**config.mk**
```make
export PLATFORM = sky130hd
export DESIGN_NAME = int_div_flat
export DESIGN_NICKNAME = d
export VERILOG_FILES = /design/src/rtl/int_div_if.sv /design/src/rtl/int_div.sv /design/src/flat_wrapper.sv
export SDC_FILE = /design/constraint.sdc
export NUM_CORES = 1
export LEC_CHECK = 0
export CORE_ASPECT_RATIO = 0.8
export CORE_MARGIN = 2
export CORE_UTILIZATION = 45
export CTS_BUF_LIST = sky130_fd_sc_hd__clkbuf_2 sky130_fd_sc_hd__clkbuf_4 sky130_fd_sc_hd__clkbuf_8
export DETAILED_ROUTE_END_ITERATION = 8
export PLACE_DENSITY = 0.73
export SLEW_MARGIN = 20
export SYNTH_ARGS = -nofsm -noshare
export SYNTH_HDL_FRONTEND = slang
export SYNTH_SLANG_ARGS = --single-unit
```
**constraint.sdc**
```tcl
create_clock -name clk -period 2.8 [get_ports clk]
set_input_delay 0.28 -clock clk [delete_from_list [all_inputs] [get_ports clk]]
set_output_delay 0.28 -clock clk [all_outputs]
set_load 0.005 [all_outputs]
```
**src/rtl/int_div_if.sv**
```systemverilog
// int_div_if: request/result bundle for the unsigned divider
interface int_div_if #(parameter int WIDTH = 32);
  logic             start;
  logic [WIDTH-1:0] a;
  logic [WIDTH-1:0] b;
  logic [WIDTH-1:0] yshang;
  logic [WIDTH-1:0] yyushu;
  logic             busy;
  logic             done;
  logic             div_by_zero;
  modport master (output start, a, b, input yshang, yyushu, busy, done, div_by_zero);
  modport slave  (input start, a, b, output yshang, yyushu, busy, done, div_by_zero);
endinterface

```
**src/rtl/int_div.sv**
```systemverilog
// int_div: multi-cycle radix-2 restoring unsigned divider, one quotient bit per cycle
module int_div #(parameter int WIDTH = 32) (
  input logic     clk,
  input logic     rst,
  int_div_if.slave d
);
  typedef enum logic [1:0] {IDLE, BUSY, DONE} state_t;
  localparam int CW = $clog2(WIDTH + 1);
  state_t           st;
  logic [CW-1:0]    cnt;
  logic [WIDTH-1:0] dvd, rem, dvs;
  logic [WIDTH:0]   pr, sub;
  logic             ge;
  always_comb begin
    pr  = {rem, dvd[WIDTH-1]};
    ge  = pr >= {1'b0, dvs};
    sub = pr - {1'b0, dvs};
  end
  // dvd shifts the dividend out at the top while quotient bits fill in from the bottom
  always_ff @(posedge clk) begin
    if (rst) begin
      st            <= IDLE;
      cnt           <= '0;
      dvd           <= '0;
      rem           <= '0;
      dvs           <= '0;
      d.yshang      <= '0;
      d.yyushu      <= '0;
      d.busy        <= 1'b0;
      d.done        <= 1'b0;
      d.div_by_zero <= 1'b0;
    end else begin
      case (st)
        IDLE: if (d.start) begin
          dvd    <= d.a;
          dvs    <= d.b;
          rem    <= '0;
          cnt    <= '0;
          d.busy <= 1'b1;
          st     <= BUSY;
        end
        BUSY: if (cnt == CW'(WIDTH)) begin
          d.yshang      <= dvd;
          d.yyushu      <= rem;
          d.div_by_zero <= dvs == '0;
          d.done        <= 1'b1;
          st            <= DONE;
        end else begin
          rem    <= ge ? sub[WIDTH-1:0] : pr[WIDTH-1:0];
          dvd    <= {dvd[WIDTH-2:0], ge};
          cnt    <= cnt + 1'b1;
          d.busy <= cnt != CW'(WIDTH - 1);
        end
        DONE: begin
          d.done <= 1'b0;
          st     <= IDLE;
        end
        default: st <= IDLE;
      endcase
    end
  end
endmodule

```
**src/flat_wrapper.sv**
```systemverilog
// flat-port wrapper written by rule: the top's interface ports become plain ports
module int_div_flat 
#(parameter int WIDTH = 32)
  (clk, rst, d_start, d_a, d_b, d_yshang, d_yyushu, d_busy, d_done, d_div_by_zero);
  int_div_if #(.WIDTH(WIDTH)) d_i ();
  input logic clk;
  input logic rst;
  input wire logic [$bits(d_i.start)-1:0] d_start;
  input wire logic [$bits(d_i.a)-1:0] d_a;
  input wire logic [$bits(d_i.b)-1:0] d_b;
  output wire logic [$bits(d_i.yshang)-1:0] d_yshang;
  output wire logic [$bits(d_i.yyushu)-1:0] d_yyushu;
  output wire logic [$bits(d_i.busy)-1:0] d_busy;
  output wire logic [$bits(d_i.done)-1:0] d_done;
  output wire logic [$bits(d_i.div_by_zero)-1:0] d_div_by_zero;
  assign d_i.start = d_start;
  assign d_i.a = d_a;
  assign d_i.b = d_b;
  assign d_yshang = d_i.yshang;
  assign d_yyushu = d_i.yyushu;
  assign d_busy = d_i.busy;
  assign d_done = d_i.done;
  assign d_div_by_zero = d_i.div_by_zero;
  int_div #(.WIDTH(WIDTH)) u_core (.clk(clk), .rst(rst), .d(d_i));
endmodule
```
==> impl_metrics.py <==
metrics = {
    "detailed_routing": {
        "m1WireLength_mm": 11.2,
        "drtPass1Iterations": 5,
        "wl_mm": 23.0,
        "drc": 0,
        "via_count": 7828,
        "dr.first_iter.drc_count": 672,
        "dr.max_layer_used": "met4",
        "ant_nets": 0,
        "wl_met3_mm": 1.51,
        "route.met2.wl_mm": 9.98,
        "vias_per_cell": 5.56,
        "wl_per_cell_um": 16.4,
    },
    "grt": {
        "grt-ovfl-total": 0,
        "grt_max_degree": 69,
        "antenna_found_initial": 0,
        "grt_pass1_wl_mm": 37.3,
        "grt.total_usage_pct": 23.8,
        "grt_pass1_vias": 7170,
    },
    "logic_synthesis": {
        "synth_edf_count": 0,
        "synth-seq-cells": 171,
        "ys_warn_count": 0,
        "synthCells": 1045,
        "synthMuxAreaShare_pct": 2.22,
        "synth_commonest_cells": "nand2_1, dfxtp_1, a21oi_1",
        "synthSimpleGateAreaFrac_pct": 19.1,
        "synth_top_cell_by_area": "dfxtp_1",
        "synth-xor-area-share_pct": 3.37,
        "yosysSeqAreaShare_pct": 41.1,
        "synth_top_family_by_area": "compound AO/OA/AOI/OAI gates",
        "synth_most_common_cell": "nand2_1",
        "synth_fa_ha_area_share_pct": 5.35,
        "synth_area_leaders": "dfxtp_1, nand2_1, a21oi_1",
        "yosys.area.top_type_share_pct": 41.1,
        "synth_area_per_cell_um2": 7.97,
        "synthDistinctLibCells": 70,
        "synth_flop_cell": "dfxtp_1",
        "synth-compound-area-share_pct": 23.3,
        "synth_area_um2": 8330,
        "synthArstFlopShare_pct": 0,
        "synth_nets": 1147,
    },
    "clock_network": {
        "h-tree-depth": 4,
        "numCtsBuffers": 17,
        "clk_path_buf_depth": 2,
        "cts_tree": "built",
        "clock_sinks": 171,
        "path_clk_slew_ns": 0.09,
        "clkLatencyLatePin_ns": 0.49,
        "cts-root-buf": "clkbuf_8",
        "holdBufCountCts": 0,
    },
    "sta": {
        "finalSetupViolCount": 0,
        "max_slew.worst_pin.slew_ns": 0.740,
        "worst_slew_margin_rel_pct": 50.7,
        "hold_violations": 0,
        "finalMaxSlewViolations": 0,
        "timing.final.ws_setup_ns": 0.100,
        "finClkSkew_ns": 0.0137,
        "fmax_mhz": 370,
        "timing.final.crit_share_pct": 96.4,
        "period_minus_slack_ns": 2.70,
        "whs_ns": 0.263,
    },
    "power": {
        "p_int_w": 0.00583,
        "seqPwrFrac_pct": 28.9,
        "combPwrFrac_pct": 51.5,
        "switchingPower_w": 0.00390,
        "power_density_nw_per_um2": 931,
        "power.leakage_nw": 3.86,
        "power.total_w": 0.00973,
        "p_clk_share_pct": 19.5,
        "vdd_ir_drop_max_v": 0.000577,
        "p_sw_share_pct": 40.1,
    },
    "final_layout": {
        "stdcell_count": 1408,
        "n_fill_cell": 1682,
        "drive_gt1_share_pct": 8.83,
        "nets": 1267,
        "antenna_cells": 0,
        "syn_to_final_growth_pct": 25.6,
    },
    "critical_path": {
        "worstPathRequired_ns": 3.17,
        "worstSetupPathType": "flip-flop to flip-flop",
        "crit_path_cell_trace": "inv_1 > ha_1 > nand3b_1 > a21oi_4 > o22ai_4 > o31ai_4 > and4_4 > nor2_4 > buf_4 > a32o_1 > o21bai_1",
        "max_stage_delay_ns": 0.45,
        "worstSetupStartpointType": "flip-flop",
        "slowest_stage": "dfxtp_1",
        "end_kind": "flip-flop",
        "crit_path_max_fanout": 11,
        "cp_data_arrival_time_ns": 3.07,
    },
    "die": {
        "die_w_um": 156,
        "core-area_um2": 18100,
        "rows": 44,
        "start_util_pct": 46.0,
        "die_y_um": 126,
        "dieArea_um2": 19600,
        "ios": 134,
    },
    "worst_hold_path": {
        "hp-class": "primary input to flip-flop",
    },
    "place": {
        "place_ws_ns": 0.0449,
        "gp_congestion": 0.927,
        "dp_cells": 1372,
        "numPortBuffers": 133,
        "place_hpwl_mm": 16.1,
    },
    "flow_run": {
        "timing.max_cap.violations": 0,
    },
    "outcome": {
        "outcome": "finished clean",
    },
}
path summary, 6_finish.rpt:
check | slack, ns | cells after the start | end | start
worst max-delay path | 0.10 | 11 | u_core.rem[20] | u_core.dvs[1]
worst min-delay path | 0.26 | 2 | u_core.d.yshang[9] | rst
worst max register to register | 0.10 | 11 | u_core.rem[20] | u_core.dvs[1]
worst min register to register | 0.46 | 2 | u_core.d.yshang[16] | u_core.d.yshang[16]
registers in the layout, summed over array words and instances, names as in the netlist:
register	flops
u_core.d.yshang	32
u_core.d.yyushu	32
u_core.dvd	32
u_core.dvs	32
u_core.rem	32
u_core.cnt	6
u_core.st	2
u_core.d.busy	1
u_core.d.div_by_zero	1
u_core.d.done	1
layer usage:
metal | vias to the layer above | GRT usage [%]
met2 | 263 | 35.5
met4 | 0 | 7.12
met1 | 3666 | 34.7
met3 | 31 | 4.78
li1 | 3868 | -
met5 | - | 0
placed cells by master (no fill, tap or decap), types with 15 or more instances in the layout:
master,count
clkbuf_8,18
clkdlybuf4s50_1,132
xnor2_1,17
buf_4,37
a22oi_1,31
nor2_1,21
nand2_1,266
o21ai_1,25
a21oi_1,161
ha_1,32
mux2i_1,17
xor2_1,15
dfxtp_1,171
inv_1,42
power groups by stage:
stage	registers (W)	logic, W	clock network [W]
6_report	0.00281	0.00502	0.00190
5_1_grt	0.00284	0.00540	0.00204
4_1_cts	0.00280	0.00470	0.00192
3_5_place_dp	0.00286	0.00468	0
3_3_place_gp	0.00286	0.00466	0
2_1_floorplan	0.00279	0.00355	0
critical path, delay by kind of cell, from the launching register on:
| family | cells | cell delay [ns] |
|---|---|---|
| compound gates | 5 | 1.08 |
| fa+ha+maj | 1 | 0.29 |
| buf+inv | 2 | 0.24 |
| flops | 1 | 0.45 |
| simple gates | 3 | 0.50 |
kinds of logic (layout without fill, tap and decap cells):
group / after synthesis / count (layout)
AO/OA/AOI/OAI: 309 / 309
buffers and inverters: 113 / 246
AND/OR/NAND/NOR: 367 / 367
XOR/XNOR: 32 / 32
adder cells (fa/ha/maj): 35 / 35
multiplexers: 18 / 18
flip-flops: 171 / 171
timing repair:
action / CTS / global route
endpoints found under the hold margin: 0 / 0
setup endpoints to repair: 0 / 15
gates resized for setup: 0 / 7
buffers inserted: 0 / 4
through the flow:
step | area [um2] | utilization, % | TNS [ns]
2_1_floorplan | 8330 | - | 0
3_3_place_gp | 9950 | 54.9 | 0
3_5_place_dp | 9950 | 54.9 | 0
4_1_cts | 10400 | 57.3 | 0
5_1_grt | 10500 | 57.7 | -0.00773
6_report | 10500 | 57.7 | 0
final cells by class:
cell class | instances | area (um2) | share of cell area [%]
clock buffer | 20 | 263 | 2.51
clock inverter | 12 | 161 | 1.54
inverter | 42 | 158 | 1.51
multi-input combinational | 761 | 4500 | 43.1
sequential | 171 | 3420 | 32.7
tap | 230 | 288 | 2.75
timing repair buffer | 172 | 1660 | 15.9
No activity file was read; power rests on OpenSTA's default activity.
